## src/rtl/fifo_pkg.sv

```systemverilog
// Shared definitions for the async FIFO and its write-side helpers.
// Holds the FIFO core defaults, the lane pad value and the lane index width helper.
package fifo_pkg;

  localparam int   FIFO_DSIZE = 8;
  localparam int   FIFO_ASIZE = 4;
  localparam logic PAD_LANE   = '0;

  function automatic int lane_idx_w(input int ratio);
    return (ratio > 1) ? $clog2(ratio) : 1;
  endfunction

endpackage

```

## src/rtl/fifo_wr_packer.sv

```systemverilog
// Write-side packer in front of the async FIFO: gathers IN_W beats into DSIZE words,
// closes partial words on s_last/flush with zero padding, and never writes while wfull.
module fifo_wr_packer
  import fifo_pkg::*;
#(
  parameter int IN_W  = 8,
  parameter int RATIO = 4,
  parameter int DSIZE = 32,
  parameter int CNT_W = 16
) (
  input  logic             wclk,
  input  logic             rrst_n,
  input  logic             s_valid,
  output logic             s_ready,
  input  logic [IN_W-1:0]  s_data,
  input  logic             s_last,
  input  logic             flush,
  input  logic             wfull,
  output logic             winc,
  output logic [DSIZE-1:0] wdata,
  output logic [CNT_W-1:0] word_cnt
);

  localparam int              IDX_W    = lane_idx_w(RATIO);
  localparam logic [IDX_W-1:0] LAST_IDX = IDX_W'(RATIO - 1);

  generate
    if (DSIZE != IN_W * RATIO) begin : g_bad_dsize
      $error("fifo_wr_packer: DSIZE (%0d) must equal IN_W*RATIO (%0d)", DSIZE, IN_W * RATIO);
    end
    if (RATIO < 2) begin : g_bad_ratio
      $error("fifo_wr_packer: RATIO (%0d) must be at least 2", RATIO);
    end
    if (FIFO_DSIZE <= 0 || FIFO_ASIZE <= 0) begin : g_bad_pkg
      $error("fifo_wr_packer: FIFO core defaults must be positive");
    end
  endgenerate

  logic [DSIZE-1:0] acc_q, acc_d;
  logic [IDX_W-1:0] idx_q, idx_d;
  logic [DSIZE-1:0] hold_data_q, hold_data_d;
  logic             hold_valid_q, hold_valid_d;
  logic             flush_pend_q, flush_pend_d;
  logic [CNT_W-1:0] word_cnt_q, word_cnt_d;

  logic             hold_free;
  logic             accept;
  logic             flush_req;
  logic             beat_close;
  logic             flush_close;
  logic             close;
  logic             drain;
  logic [DSIZE-1:0] merged;

  // A flush accompanied by the first beat of a word still closes, carrying that beat.
  always_comb begin
    hold_free   = !hold_valid_q || !wfull;
    drain       = hold_valid_q && !wfull;
    accept      = s_valid && hold_free;
    flush_req   = flush_pend_q || flush;
    beat_close  = accept && ((idx_q == LAST_IDX) || s_last);
    flush_close = flush_req && hold_free && ((idx_q != '0) || accept);
    close       = beat_close || flush_close;
  end

  // Lanes below idx come from acc, the incoming beat takes lane idx, the rest are padded.
  always_comb begin
    merged = '0;
    for (int i = 0; i < RATIO; i++) begin
      if (accept && (i == int'(idx_q))) begin
        merged[i*IN_W +: IN_W] = s_data;
      end else if (i < int'(idx_q)) begin
        merged[i*IN_W +: IN_W] = acc_q[i*IN_W +: IN_W];
      end else begin
        merged[i*IN_W +: IN_W] = {IN_W{PAD_LANE}};
      end
    end
  end

  always_comb begin
    acc_d        = acc_q;
    idx_d        = idx_q;
    hold_data_d  = hold_data_q;
    hold_valid_d = hold_valid_q;
    flush_pend_d = flush_req && !close && (idx_q != '0);
    word_cnt_d   = word_cnt_q + CNT_W'(drain);

    if (drain) begin
      hold_valid_d = 1'b0;
    end

    if (close) begin
      hold_data_d  = merged;
      hold_valid_d = 1'b1;
      acc_d        = '0;
      idx_d        = '0;
    end else if (accept) begin
      acc_d = merged;
      idx_d = idx_q + IDX_W'(1);
    end
  end

  always_ff @(posedge wclk or negedge rrst_n) begin
    if (!rrst_n) begin
      acc_q        <= '0;
      idx_q        <= '0;
      hold_data_q  <= '0;
      hold_valid_q <= 1'b0;
      flush_pend_q <= 1'b0;
      word_cnt_q   <= '0;
    end else begin
      acc_q        <= acc_d;
      idx_q        <= idx_d;
      hold_data_q  <= hold_data_d;
      hold_valid_q <= hold_valid_d;
      flush_pend_q <= flush_pend_d;
      word_cnt_q   <= word_cnt_d;
    end
  end

  assign winc     = drain;
  assign s_ready  = hold_free;
  assign wdata    = hold_data_q;
  assign word_cnt = word_cnt_q;

endmodule
```

## config.mk

```make
export PLATFORM = sky130hd
export DESIGN_NAME = fifo_wr_packer
export DESIGN_NICKNAME = d
export VERILOG_FILES = /design/src/rtl/fifo_pkg.sv /design/src/rtl/fifo_wr_packer.sv
export SDC_FILE = /design/constraint.sdc
export NUM_CORES = 1
export LEC_CHECK = 0
export ABC_AREA = 1
export CORE_MARGIN = 2
export CORE_UTILIZATION = 47
export DETAILED_ROUTE_END_ITERATION = 6
export GPL_ROUTABILITY_DRIVEN = 0
export PLACE_DENSITY_LB_ADDON = 0.3
export SLEW_MARGIN = 20
export SYNTH_ARGS = -nofsm -noshare
export SYNTH_HDL_FRONTEND = slang
export SYNTH_SLANG_ARGS = --single-unit
```

## constraint.sdc

```tcl
create_clock -name wclk -period 1.7 [get_ports wclk]
set_input_delay 0.17 -clock wclk [delete_from_list [all_inputs] [get_ports wclk]]
set_output_delay 0.17 -clock wclk [all_outputs]
set_load 0.05 [all_outputs]
```

==> impl_metrics.toml, run 1 <==
[final_layout]
final-instance-count-excl-fill = 612
multi_input_combinational_cell_area_um2 = 1454
filler_cell_count = 638
seq_area_um2 = 1902
antennaDiodeCount = 0
final_net_count = 528
areaGrowthSynthToFinish_pct = 28.10
fraction_of_final_layout_cells_with_drive_strength_greater_than_1_pct = 19.30

[worst_setup_path]
critical_path_arrival_ns = 1.49
crit_path_cell_trace = "clkdlybuf4s50_1"
critPathRequiredTime_ns = 1.53
critPathLaunchType = "flip-flop"
cp_max_fo = 2
worst_stage_delay_on_the_critical_path_ns = 0.80
worstSetupEndpointType = "output port"
crit_slowest_cell = "sky130_fd_sc_hd__clkdlybuf4s50_1"
cp_top_family = "buffers and inverters"
timing.setup.critical_path_class = "reg -> out"
worstPathBufferInverterCount = 1

[clock_network]
clk_transition_reported_paths_ns = 0.08
cts_sinks = 76
clock_tree_root_buffer_cell = "sky130_fd_sc_hd__clkbuf_8"
ctsLongestPathBuffers = 2
cts_buffers = 9
clk_latency_ns = 0.36
cts.htree.levels = 3
tritoncts_clock_tree = "done"

[synth]
syn_area_per_cell_um2 = 8.263
postSynthNetCount = 449
synth.top_cells.by_area = "sky130_fd_sc_hd__dfrtp_1 54%, sky130_fd_sc_hd__nand2_1 18%, sky130_fd_sc_hd__o21ai_0 5.2%"
synth_cell_types = 26
post-synth-top-area-cell = "sky130_fd_sc_hd__dfrtp_1"
synth_most_common_cell = "sky130_fd_sc_hd__nand2_1"
seq_area_frac_synth_pct = 53.65
synth_commonest_cells = "172 x sky130_fd_sc_hd__nand2_1, 76 x sky130_fd_sc_hd__dfrtp_1, 37 x sky130_fd_sc_hd__o21ai_0"
synthArstFlopShare_pct = 100.0
mappedNetlistArea_um2 = 3545
synth_ff_type = "sky130_fd_sc_hd__dfrtp_1"
ys_seq_elements = 76
syn-instance-count = 429
synth_edf_count = 0
yosysWarningCount = 0
synth_top_area_share_pct = 53.65

[floorplanning]
ioPinCount = 64
floorplan.initialDensity_pct = 48.61
floorplan.die_area_um2 = 8253
core_region_area_um2 = 7292
die_height_um = 90.85
fp-row-count = 31
die_boundary_width_um = 90.85

[timing]
timing.setup.tns_ns = 0
finalSetupViolations = 0
clock_period_minus_worst_slack_ns = 1.663
clock.fmax_mhz = 601.3
postLayoutSetupSlackWorst_ns = 0.03703
grt_setup_unrepaired = "no"
hold_worst_slack_ns = 0.3800
timing_max_transition_violations_final = 0
max_slew.worst_pin.slew_ns = 0.5249
finalCritPeriodShare_pct = 97.82
slew_headroom_pct = 65.15
report.final.hold_viol_count = 0
fin_worst_skew_ns = 0.009025

[drt]
routedWlPerCell_um = 13.50
drt.antenna.violating_nets = 0
vias_per_cell = 5.100
routed-via-count = 3121
wirelength_um = 8262
first_pass_drt_iterations = 5
drc = 0
number_of_violations_reported_at_the_end_of_detailed_routing_iteration_0 = 195

[global_route]
grt_overflow_total = 0
grt_usage_pct = 20.69
grt_max_degree = 77
grt_pass1_wl_um = 13660
antenna_found_initial = 0
grt_pass1_vias = 2877

[flow_run]
cap_viol_max_count = 0

[pwr]
static-leakage-power_nw = 2.333
power_density_nw_per_um2 = 1552
peakVddDrop_mv = 0.8590

[placement]
dp.cells = 594
place.detailed.hpwl_um = 5854
portBuffers = 63
preCtsSetupSlack_ns = -0.1472

[status]
run_status = "finished clean"

[min_path]
holdCritPathClass = "in -> async"
==> layer usage <==
| layer | share of wire [%] | track usage [%] | vias up | routed length [um] |
|---|---|---|---|---|
| met5 | 0 | 0 | - | 0 |
| met4 | 1.9 | 7.828 | 0 | 158 |
| met3 | 7.1 | 5.509 | 21 | 588 |
| met2 | 46 | 31.53 | 116 | 3769 |
| met1 | 45 | 28.44 | 1453 | 3745 |
| li1 | - | - | 1531 | - |
==> worst paths after layout <==
kind | cells past startpoint | to | start | slack (ns)
max in group asynchronous | 3 | wdata[1] | rrst_n | 1.01
max | 1 | wdata[7] | wdata[7] | 0.04
min reg2reg | 2 | wdata[7] | wdata[7] | 0.48
min in group wclk | 2 | wdata[7] | wdata[7] | 0.48
max reg2reg | 9 | wdata[24] | idx_q[0] | 0.09
min | 3 | word_cnt[9] | rrst_n | 0.38
==> cells in the final DEF (no fill, tap or decap), types with 3 or more instances in the layout <==
cell / n
sky130_fd_sc_hd__dlygate4sd2_1: 5
sky130_fd_sc_hd__buf_12: 5
sky130_fd_sc_hd__nor2_1: 17
sky130_fd_sc_hd__buf_4: 63
sky130_fd_sc_hd__clkdlybuf4s50_1: 13
sky130_fd_sc_hd__nand2_1: 172
sky130_fd_sc_hd__xnor2_1: 5
sky130_fd_sc_hd__o21ai_2: 5
sky130_fd_sc_hd__clkbuf_8: 10
sky130_fd_sc_hd__o21ai_0: 37
sky130_fd_sc_hd__nand4_1: 17
sky130_fd_sc_hd__nand3_1: 33
sky130_fd_sc_hd__dfrtp_1: 76
sky130_fd_sc_hd__xor2_1: 3
sky130_fd_sc_hd__inv_1: 22
sky130_fd_sc_hd__ha_1: 6
==> power breakdown <==
part	switching (mW)	internal [mW]	total, mW
Sequential	0.261	2.20	2.46
Combinational	2.20	0.990	3.19
Clock	0.682	0.714	1.40
==> area by class of cell <==
| type | instances | area share, % |
|---|---|---|
| Sequential cell | 76 | 41.88 |
| Multi-Input combinational cell | 307 | 32.02 |
| Clock inverter | 6 | 1.405 |
| Tap cell | 99 | 2.728 |
| Timing Repair Buffer | 88 | 16.78 |
| Inverter | 26 | 2.149 |
| Clock buffer | 10 | 3.031 |
==> worst register-to-register path: cells and delay by family, from the launching register on <==
family          cells  cell delay, ns
buf+inv             3            0.36
compound gates      1            0.08
simple gates        4            0.40
flops               1            0.42
fa+ha+maj           1            0.24
==> cells by family after synthesis <==
group	after synthesis	synth area share, %
adders and majority gates	6	2.118
buffers and inverters	46	5.966
and+or+nand+nor	249	29.54
DFF	76	53.65
xor gates and xnor gates	8	1.977
AOI/OAI and AO/OA	44	6.742
==> what timing repair did <==
item | in CTS | in global routing
resized for setup | 5 | 3
setup buffers | 0 | 1
endpoints found under the hold margin | 76 | 0
endpoints found under the setup margin | 5 | 9
hold buffers | 1 | 0
==> flip-flops by register name, indices dropped and copies added (netlist names) <==
register	cells
idx_q	2
acc_q	24
hold_valid_q	1
wdata	32
word_cnt	16
flush_pend_q	1
==> metrics by stage <==
stage,power [mW],util (%),area (um^2)
3_3_place_gp,5.624,59.15,4313
3_5_place_dp,5.675,59.15,4313
5_1_grt,7.408,62.27,4541
6_report,7.046,62.27,4541
2_1_floorplan,4.578,-,3553
4_1_cts,7.050,61.96,4518
(Power assumes the default switching activity.)
==> run 2: changes to the inputs <==
--- a/config.mk
+++ b/config.mk
@@ -6,6 +6,7 @@
 export NUM_CORES = 1
 export LEC_CHECK = 0
 export ABC_AREA = 1
+export CAP_MARGIN = 40
 export CORE_MARGIN = 2
 export CORE_UTILIZATION = 47
 export DETAILED_ROUTE_END_ITERATION = 6
==> results of run 2 <==
No change in the layout: final DEF, timing and power equal those of run 1.
==> run 3: changes to the inputs <==
--- a/config.mk
+++ b/config.mk
@@ -8,7 +8,7 @@
 export ABC_AREA = 1
 export CAP_MARGIN = 40
 export CORE_MARGIN = 2
-export CORE_UTILIZATION = 47
+export CORE_UTILIZATION = 56
 export DETAILED_ROUTE_END_ITERATION = 6
 export GPL_ROUTABILITY_DRIVEN = 0
 export PLACE_DENSITY_LB_ADDON = 0.3
@@ -16,3 +16,4 @@
 export SYNTH_ARGS = -nofsm -noshare
 export SYNTH_HDL_FRONTEND = slang
 export SYNTH_SLANG_ARGS = --single-unit
+export TNS_END_PERCENT = 20
==> constraint.sdc (replaced) <==
create_clock -name wclk -period 1.95 [get_ports wclk]
set_input_delay 0.195 -clock wclk [delete_from_list [all_inputs] [get_ports wclk]]
set_output_delay 0.195 -clock wclk [all_outputs]
set_load 0.05 [all_outputs]
==> run 3 against run 2 <==
Setup slack improved by 0.091 ns. Die area decreased by 15%. Sequential power decreased by 13%. Hold slack got worse by 0.048 ns. Flip-flop and latch count unchanged. Final cell count decreased by 5.1%. Clock power about the same. Clock skew about the same. Critical path depth unchanged. Global-route usage increased by 5.7 points.
==> impl_metrics.toml, run 3 (synthesis results as in run 1) <==
[status]
run_status = "finished clean"

[worst_setup_path]
cp_top_family = "buffers and inverters"
cp_max_fo = 4
crit_path_cell_trace = "clkdlybuf4s50_1"
rr_worst_depth = 8
cp.depth = 1
critPathRequiredTime_ns = 1.75
critPathLaunchType = "flip-flop"
worstPathBufferInverterCount = 1
critical_path_arrival_ns = 1.63
worstSetupEndpointType = "output port"
timing.setup.critical_path_class = "reg -> out"
worst_stage_delay_on_the_critical_path_ns = 0.83
crit_slowest_cell = "sky130_fd_sc_hd__clkdlybuf4s50_1"

[pwr]
finalPower_mw = 6.365
power_density_nw_per_um2 = 1394
static-leakage-power_nw = 2.219
peakVddDrop_mv = 1.108

[final_layout]
final_net_count = 521
most-common-layout-cells = "172 x sky130_fd_sc_hd__nand2_1, 76 x sky130_fd_sc_hd__dfrtp_1, 60 x sky130_fd_sc_hd__clkdlybuf4s50_1"
antennaDiodeCount = 0
fraction_of_final_layout_cells_with_drive_strength_greater_than_1_pct = 9.289
layout_commonest_cell = "sky130_fd_sc_hd__nand2_1"
filler_cell_count = 421
largest_reg_flops = 32
areaGrowthSynthToFinish_pct = 28.84

[drt]
vias_per_cell = 5.478
wirelength_um = 8622
routedWlPerCell_um = 14.84
drc = 0
number_of_violations_reported_at_the_end_of_detailed_routing_iteration_0 = 273
routed-via-count = 3183
drt.antenna.violating_nets = 0
first_pass_drt_iterations = 5

[clock_network]
cts_sinks = 76
tritoncts_clock_tree = "done"
post_cts_resize_count = 0
ctsLongestPathBuffers = 2
clk_latency_ns = 0.36
ctsHoldBuffers = 1
post-cts-setup-buffers = 0
cts_buffers = 9
cts.htree.levels = 3
clock_tree_root_buffer_cell = "sky130_fd_sc_hd__clkbuf_8"
clk_transition_reported_paths_ns = 0.08

[global_route]
grt_max_degree = 42
grt_usage_pct = 26.44
grt_pass1_wl_um = 14830
grt_pass1_vias = 3029
antenna_found_initial = 0
grt_overflow_total = 0

[flow_run]
cap_viol_max_count = 0

[timing]
clock_period_minus_worst_slack_ns = 1.822
finalSetupViolations = 0
max_slew.worst_pin.slew_ns = 0.5264
timing_max_transition_violations_final = 0
clock.fmax_mhz = 548.9
report.final.hold_viol_count = 0
grt_setup_unrepaired = "no"
timing.setup.tns_ns = 0
fin_worst_skew_ns = 0.008656
finalCritPeriodShare_pct = 93.42
slew_headroom_pct = 64.79

[floorplanning]
ioPinCount = 64
floorplan.initialDensity_pct = 58.82
fp-row-count = 28
die_height_um = 83.56
die_boundary_width_um = 83.56
floorplan.die_area_um2 = 6982
core_region_area_um2 = 6026

[min_path]
holdCritPathClass = "in -> async"

[placement]
place.detailed.hpwl_um = 6005
portBuffers = 63
run 3: final timing paths:
kind / startpoint / endpoint / slack [ns]
max: word_cnt[8] / word_cnt[8] / 0.13
min: rrst_n / wdata[8] / 0.33
max reg2reg: idx_q[0] / acc_q[10] / 0.18
min reg2reg: wdata[2] / wdata[2] / 0.48
max in group asynchronous: rrst_n / acc_q[19] / 1.01
min in group wclk: wdata[2] / wdata[2] / 0.48
run 3: per-layer routing:
metal  GRT usage (%)  up-vias  wire length (um)
met4           11.73        0               225
met5               0        -                 0
met2           40.87      143              4020
met3           4.649       21               602
met1           36.78     1492              3774
li1                -     1527                 -
run 3: where the power goes:
part           switching, mW  internal, mW
combinational           1.91         0.888
sequential             0.228          1.92
clock                  0.573         0.847
run 3: through the flow:
step	instance area [um^2]	setup slack (ns)	instances	hold WS, ns	util, %
after floorplan	3547	0.02612	429	-0.1006	-
after global placement	4325	0.1377	564	0.1680	71.78
after detailed placement	4325	0.01968	564	0.1790	71.78
after CTS	4567	0.1240	581	0.3339	75.79
after global routing	4567	0.01957	581	0.3750	75.79
final	4567	0.1282	581	0.3323	75.79
run 3: cell type report:
type	count	area [um^2]	share of cell area [%]
Tap cell	75	93.84	2.055
Inverter	26	97.59	2.137
Timing Repair Buffer	81	808.3	17.70
Sequential cell	76	1902	41.64
Clock inverter	5	100.1	2.192
Multi-Input combinational cell	307	1434	31.40
Clock buffer	11	131.4	2.877
